===== config.mk =====
export PLATFORM = sky130hd
export DESIGN_NAME = arb8_rr_ctrl_flat
export DESIGN_NICKNAME = d
export VERILOG_FILES = /design/src/rtl/arb8_rr_ctrl_if.sv /design/src/rtl/arb8_rr_ctrl.sv /design/src/flat_wrapper.sv
export SDC_FILE = /design/constraint.sdc
export NUM_CORES = 1
export LEC_CHECK = 0
export BUFFER_PORTS_ARGS = -buffer_cell sky130_fd_sc_hd__buf_2
export CORE_ASPECT_RATIO = 0.8
export CORE_MARGIN = 10
export CORE_UTILIZATION = 40
export DETAILED_ROUTE_END_ITERATION = 8
export SETUP_SLACK_MARGIN = 0.5
export SLEW_MARGIN = 20
export SYNTH_ARGS = -nofsm -noshare
export SYNTH_HDL_FRONTEND = slang
export SYNTH_SLANG_ARGS = --single-unit

===== constraint.sdc =====
create_clock -name clk -period 3.5 [get_ports clk]
set_input_delay 0.35 -clock clk [delete_from_list [all_inputs] [get_ports clk]]
set_output_delay 0.35 -clock clk [all_outputs]
set_load 0.005 [all_outputs]

===== src/rtl/arb8_rr_ctrl_if.sv =====
// Request/grant bundle between the 8-way round-robin arbiter (master) and
// the requesting units (slave).
interface arb8_rr_ctrl_if;
    logic [7:0] req;
    logic       done;
    logic [7:0] gnt;
    logic [2:0] gnt_idx;
    logic       busy;
    logic       timeout;

    modport master (
        input  req,
        input  done,
        output gnt,
        output gnt_idx,
        output busy,
        output timeout
    );

    modport slave (
        output req,
        output done,
        input  gnt,
        input  gnt_idx,
        input  busy,
        input  timeout
    );
endinterface


===== src/rtl/arb8_rr_ctrl.sv =====
// 8-way round-robin arbiter/sequencer with a one-hot grant built from two enabled 2-to-4 decoders.
// Optional forced release after HOLD_MAX cycles is enabled by defining ARB_HOLD_TIMEOUT_EN.

module arb8_dec2to4 (
    input  logic       en,
    input  logic [1:0] sel,
    output logic [3:0] y
);
    always_comb begin
        y = '0;
        if (en) begin
            y[sel] = 1'b1;
        end
    end
endmodule

module arb8_rr_ctrl #(
    parameter int unsigned HOLD_MAX = 15,
    parameter int unsigned CW       = 4
) (
    input  logic            clk,
    input  logic            resetn,
    arb8_rr_ctrl_if.master  bus
);
    typedef enum logic {
        IDLE  = 1'b0,
        GRANT = 1'b1
    } state_t;

    if (HOLD_MAX < 1 || HOLD_MAX > (2 ** CW) - 1) begin : g_bad_hold
        $error("arb8_rr_ctrl: HOLD_MAX must lie in 1..2^CW-1");
    end

    state_t     state, state_n;
    logic [2:0] idx_r, idx_n;
    logic [2:0] ptr, ptr_n;
    logic       to_r, to_n;
    logic [2:0] pick, probe;
    logic       found;
    logic       owner_req;
    logic       expire;
    logic       release_ev;
    logic       busy;
    logic       en_lo, en_hi;
    logic [3:0] gnt_lo, gnt_hi;

`ifdef ARB_HOLD_TIMEOUT_EN
    logic [CW-1:0] cnt, cnt_n;

    assign expire = (cnt == CW'(HOLD_MAX - 1));
`else
    assign expire = 1'b0;
`endif

    // Rotating scan: first requester at or after ptr wins, so the last owner ranks lowest.
    always_comb begin
        found = 1'b0;
        pick  = ptr;
        probe = ptr;
        for (int unsigned i = 0; i < 8; i++) begin
            probe = ptr + 3'(i);
            if (!found && bus.req[probe]) begin
                found = 1'b1;
                pick  = probe;
            end
        end
    end

    assign owner_req  = bus.req[idx_r];
    assign release_ev = bus.done | ~owner_req | expire;

    always_comb begin
        state_n = state;
        idx_n   = idx_r;
        ptr_n   = ptr;
        to_n    = 1'b0;
`ifdef ARB_HOLD_TIMEOUT_EN
        cnt_n   = cnt;
`endif
        case (state)
            IDLE: begin
                if (found) begin
                    idx_n   = pick;
                    state_n = GRANT;
`ifdef ARB_HOLD_TIMEOUT_EN
                    cnt_n   = '0;
`endif
                end
            end
            GRANT: begin
                if (release_ev) begin
                    ptr_n   = idx_r + 3'd1;
                    state_n = IDLE;
                    // A coincident done makes this an ordinary release, not a timeout.
                    to_n    = expire & ~bus.done;
                end else begin
`ifdef ARB_HOLD_TIMEOUT_EN
                    cnt_n = cnt + CW'(1);
`endif
                end
            end
        endcase
    end

    always_ff @(posedge clk or negedge resetn) begin
        if (!resetn) begin
            state <= IDLE;
            idx_r <= '0;
            ptr   <= '0;
            to_r  <= 1'b0;
`ifdef ARB_HOLD_TIMEOUT_EN
            cnt   <= '0;
`endif
        end else begin
            state <= state_n;
            idx_r <= idx_n;
            ptr   <= ptr_n;
            to_r  <= to_n;
`ifdef ARB_HOLD_TIMEOUT_EN
            cnt   <= cnt_n;
`endif
        end
    end

    assign busy  = (state == GRANT);
    assign en_lo = busy & ~idx_r[2];
    assign en_hi = busy & idx_r[2];

    arb8_dec2to4 u_dec_lo (
        .en  (en_lo),
        .sel (idx_r[1:0]),
        .y   (gnt_lo)
    );

    arb8_dec2to4 u_dec_hi (
        .en  (en_hi),
        .sel (idx_r[1:0]),
        .y   (gnt_hi)
    );

    assign bus.gnt     = {gnt_hi, gnt_lo};
    assign bus.gnt_idx = idx_r;
    assign bus.busy    = busy;
    assign bus.timeout = to_r;
endmodule


===== src/flat_wrapper.sv =====
// flat-port wrapper written by rule: the top's interface ports become plain ports
module arb8_rr_ctrl_flat 
#(
    parameter int unsigned HOLD_MAX = 15,
    parameter int unsigned CW       = 4
)
  (clk, resetn, bus_req, bus_done, bus_gnt, bus_gnt_idx, bus_busy, bus_timeout);
  arb8_rr_ctrl_if bus_i ();
  input  logic clk;
  input  logic resetn;
  input wire logic [$bits(bus_i.req)-1:0] bus_req;
  input wire logic [$bits(bus_i.done)-1:0] bus_done;
  output wire logic [$bits(bus_i.gnt)-1:0] bus_gnt;
  output wire logic [$bits(bus_i.gnt_idx)-1:0] bus_gnt_idx;
  output wire logic [$bits(bus_i.busy)-1:0] bus_busy;
  output wire logic [$bits(bus_i.timeout)-1:0] bus_timeout;
  assign bus_i.req = bus_req;
  assign bus_i.done = bus_done;
  assign bus_gnt = bus_i.gnt;
  assign bus_gnt_idx = bus_i.gnt_idx;
  assign bus_busy = bus_i.busy;
  assign bus_timeout = bus_i.timeout;
  arb8_rr_ctrl #(.HOLD_MAX(HOLD_MAX), .CW(CW)) u_core (.clk(clk), .resetn(resetn), .bus(bus_i));
endmodule

---- Word level (Yosys, flattened, before mapping) ----
Cells that the tools add are included.
storage, ports and cells
  bits in registers ....................... 7
  bits in latches ......................... 0
  RAM bits ................................ 0
  bits in read-only memories .............. 0
  input bits .............................. 11
  output and inout bits ................... 13
  memories kept ........................... 0
cells by class
  add/sub/neg operators ................... 8
  multipliers ............................. 0
  divide/modulo/power cells ............... 0
  order comparisons ....................... 11
  equality and inequality tests ........... 0
  shifts and indexed selects .............. 0
  muxes and demuxes ....................... 40
  bitwise operators ....................... 6
  reduce and logical (&&, ||, !) cells .... 17
operator list
  kind                                                         number
  less-than comparator 3 x 4 -> 1 bit (second input constant)  9
  binary-select mux 1 bit (select 3 bit)                       9
  2-to-1 mux 3 bit                                             7
  2-to-1 mux 1 bit                                             20
  adder 3 bit (second input constant)                          4
  logical AND 1 bit                                            8
  2-to-1 mux 4 bit                                             2
  logical NOT 1 bit                                            7
  adder 3 x 1 -> 3 bit (second input constant)                 2
  adder 3 x 2 -> 3 bit (second input constant)                 2
  AND reduction 2 bit                                          2
  less-than comparator 2 x 3 -> 1 bit (second input constant)  1
  NOT 1 bit                                                    3
  AND 1 bit                                                    2
  demux 1 bit (select 2 bit)                                   1
  >= comparator 2 x 1 -> 1 bit (second input constant)         1
  one-hot mux 1 bit (2 select lines)                           1
  bitwise OR 1 bit                                             1

---- Depth between registers and ports, before layout ----
  depth in word-level cells ............... 26
  mapped depth ............................ 12

---- Modules after synthesis ----
Synthesis repeated with hierarchy kept, for this count alone.
unflattened totals
  cells, all modules ...................... 138
  area total of the unflattened synthesis .. 1,398.8 um^2
modules (own cells, without submodules)
  module        instances  cells each  area each (um^2)  seq. area each (um^2)
  arb8_rr_ctrl  1          130         1,323.8           175.2
  arb8_dec2to4  2          4           37.5              0.0

---- Least setup slack after synthesis ----
OpenSTA, ideal clock, no wires.
  path type ............................... flip-flop to flip-flop
  from .................................... register u_core.ptr[1]
  to ...................................... register u_core.idx_r[2] (netlist: u_core.bus.gnt_idx[2])
  library setup time ...................... 0.122 ns
  arrival ................................. 2.771 ns
  required time ........................... 3.378 ns
  slack ................................... 0.608 ns
  stages on the path, launching flop included .. 11
  buffers on the path ..................... 1
  clock period less this slack ............ 2.892 ns
  cells stage by stage .................... dfrtp_1 buf_2 inv_1 ha_1 mux2_2 mux4_2 o32ai_4 nand2_4 nor2_1 a21oi_1 a32o_1
between the ends
  word-level cells in the longest chain between the ends .. 25
  elaborated cells on any way between the ends .. 53
  those cells by class .................... 7 x add/sub; 31 x mux; 15 x reduce/logical
RTL lines
  element                                                                        line                 RTL
  from (decl)                                                                    arb8_rr_ctrl.sv:36   logic [2:0] ptr, ptr_n;
  from (signal assigned)                                                         arb8_rr_ctrl.sv:117  ptr <= ptr_n;
  parallel branches: the longest is 25 deep, another holds adder 3 x 1 -> 3 bit  -
  to (signal assigned)                                                           arb8_rr_ctrl.sv:116  idx_r <= idx_n;
  to (decl)                                                                      arb8_rr_ctrl.sv:35   logic [2:0] idx_r, idx_n;
Several ways; the timed one is not identified. The select of a mux whose other input is x is not followed.
A chain may end at the register's enable or synchronous reset.

---- Final worst setup path ----
Ends and elaborated chain as after synthesis.

==> key figures <==
Timing
  – Clock Skew: 0.00178 ns
  – Max_slew headroom: 0.512
  – Setup tns final: 0 ns
  – RSZ-0062 raised after global routing: false
  – Final Slew Violations: 0
  – Max Fclk: 0.358 GHz
  – Final setup vio count: 0
  – Worst-Margin Slew: 0.731 ns
  – Fin crit share: 0.798
  – Fin crit period: 2.79 ns
  – Final Hold Fails: 0

Min path
  – Hold Crit Class: input port to asynchronous set/reset pin

GRT
  – Vias in the first global route: 1285
  – First-pass GRT wire length: 6270 um
  – Initial antenna violation count: 0
  – Gr usage total: 0.121
  – Largest net degree at the start of global routing: 16
  – Total grt overflow: 0

Synth
  – Ys flop type: dfrtp_1
  – Avg Cell Area, Syn: 9.25 um2
  – Asr flop ratio synth: 1.00
  – Multiplexer share of the synthesized area: 0.342
  – Post-Synthesis Cell Area: 1370 um2
  – Number of library cell types mapped by synthesis: 48
  – Sequential element share of the synthesized area: 0.128
  – #FFs+latches synth: 7
  – Main combinational cell family by area after synthesis: multiplexers
  – Xor/xnor cell area share of the yosys netlist: 0.0320
  – Synth Area in Compound Gates: 0.208
  – Adder-cell share of the synthesized area: 0.0548
  – Post-Synth Simple-Gate Area: 0.166
  – Post-synth net total: 165
  – EDFF count, synth: 0
  – Mapped Cells: 148
  – YS warnings: 0

Die
  – # IOs: 24
  – Die ar.: 6180 um2
  – Core region area: 3180 um2
  – Die span in y: 72.3 um
  – Row count: 18
  – Initial Utilization: 0.431
  – Die width: 85.4 um

Status
  – Status: complete, no violations

Clock tree
  – Clock latency on the worst-skew pair: 0.23 ns
  – CTS tree: done
  – H-tree depth: 1
  – CTS max path bufs: 2
  – Num Clock Sinks: 7
  – Root Driver: clkbuf_8
  – CTS buffer count: 3
  – Clock transition at path regs: 0.04 ns

Route
  – Remaining DRCs: 0
  – Vias: 1235
  – ANT nets after route: 0
  – WL/cell: 18.0 um
  – TritonRoute pass-1 iters: 4
  – Final Routed Wirelength: 3740 um
  – Vias per cell: 5.94
  – DRT iter0 DRCs: 93

Finish
  – Layout cells sized above 1: 0.333
  – Diode count: 0
  – Area of the multi-input gates: 1110 um2
  – Final #Nets: 186
  – Most frequent cells in the layout: buf_2, mux4_2, nand2_1
  – Most common cell after layout, fill and taps aside: buf_2
  – Area grow syn2layout: 12.7%
  – Fillers: 315
  – Storage element area: 175 um2

Placement
  – Number of port buffers: 22
  – Placed wire-length estimate: 2960 um
  – Placer Congestion: 0.926

Worst setup path
  – Cells on worst reg2reg path: 9
  – CP Max Fanout: 5
  – Crit path launch type: register
  – Crit path cell chain: inv_1, ha_1, mux2_2, mux4_2, o32a_1, a2bb2oi_1, nor2_1, o21ai_1, a32o_1
  – CP endpoint kind: register
  – Worst endpoint required time: 3.61 ns
  – Slowest stage delay, CP: 0.53 ns
  – Setup Crit Path Kind: register to register
  – Crit path DAT: 2.90 ns
  – Crit-path slowest cell: mux4_2

Job
  – Max-Cap Viols: 0
## worst paths after layout
kind | endpoint | start | slack, ns
setup reg to reg | u_core.bus.gnt_idx[2] | u_core.ptr[1] | 0.71
setup / recovery | u_core.bus.gnt_idx[2] | u_core.ptr[1] | 0.71
min in group clk | u_core.bus.busy | bus_done | 0.69
max in group asynchronous | u_core.ptr[1] | resetn | 2.84
hold / removal | u_core.bus.gnt_idx[1] | resetn | 0.49
hold reg to reg | u_core.bus.gnt_idx[0] | u_core.bus.gnt_idx[0] | 0.71
## logic make-up (layout without fill, tap and decap cells)
kind of cell    count (synthesis)  count (layout)
fa+ha+maj                       6               6
flops                           7               7
simple gates                   45              45
xor+xnor                        5               5
compound gates                 38              38
buf+inv                        16              36
other cells                     1               1
mux                            30              30
## metrics by stage
step / area, um2 / std cells / hold WS [ns] / setup slack, ns / util
after detailed placement: 1480 / 203 / 0.202 / 0.656 / 0.467
after CTS: 1540 / 208 / 0.492 / 0.651 / 0.485
final: 1540 / 208 / 0.493 / 0.707 / 0.486
after global placement: 1480 / 203 / 0.193 / 0.704 / 0.467
after floorplan: 1370 / 148 / 0.0544 / 0.608 / -
after global routing: 1540 / 208 / 0.515 / 0.534 / 0.486
## repair_timing
| action | in CTS | in global routing |
|---|---|---|
| gates resized for setup | 0 | 1 |
| hold buffers | 1 | 0 |
| buffers inserted | 0 | 0 |
| endpoints found under the setup margin | 0 | 2 |
| endpoints found under the hold margin | 7 | 0 |
## layer usage
| layer | global-route usage | routed length (um) |
|---|---|---|
| met5 | 0 | 0 |
| met4 | 0.0292 | 47 |
| met3 | 0.0257 | 148 |
| met2 | 0.194 | 1740 |
| met1 | 0.161 | 1800 |
## worst max-delay path: cells and delay by family, from the launching register on
| family | cells | cell delay, ns |
|---|---|---|
| multiplexers | 2 | 0.91 |
| AO/OA/AOI/OAI | 4 | 0.88 |
| adder cells (fa/ha/maj) | 1 | 0.38 |
| flip-flops | 1 | 0.33 |
| buffers and inverters | 1 | 0.09 |
| AND/OR/NAND/NOR | 1 | 0.09 |
## cell type report
class	instances	area share
flip-flops and latches	7	0.114
multi-input cells	125	0.718
clock buffers	4	0.0292
repair buffers	26	0.0925
inverters	6	0.0146
well taps	40	0.0324
## cells in the mapped netlist (all sizes together) (2+ instances only)
master	n	area [um2]
nor2b	5	31.3
xnor2	3	26.3
mux2	8	93.8
nand2	13	56.3
inv	6	22.5
a21oi	9	45.0
mux4	12	270
ha	6	75.1
dfrtp	7	175
mux2i	10	104
and2	5	33.8
buf	6	52.6
a22oi	2	15.0
and3	5	31.3
nor3	3	15.0
a2bb2oi	2	17.5
o21ai	11	58.8
xor2	2	17.5
clkbuf	4	15.0
nor2	11	41.3
## sequential cells by signal, summed over array words and instances (netlist names)
name                count
u_core.bus.busy         1
u_core.bus.gnt_idx      3
u_core.ptr              3
Power is left out: the tool's default activity adds up to more than one toggle a clock period on the data nets, which glitch-free logic cannot reach.
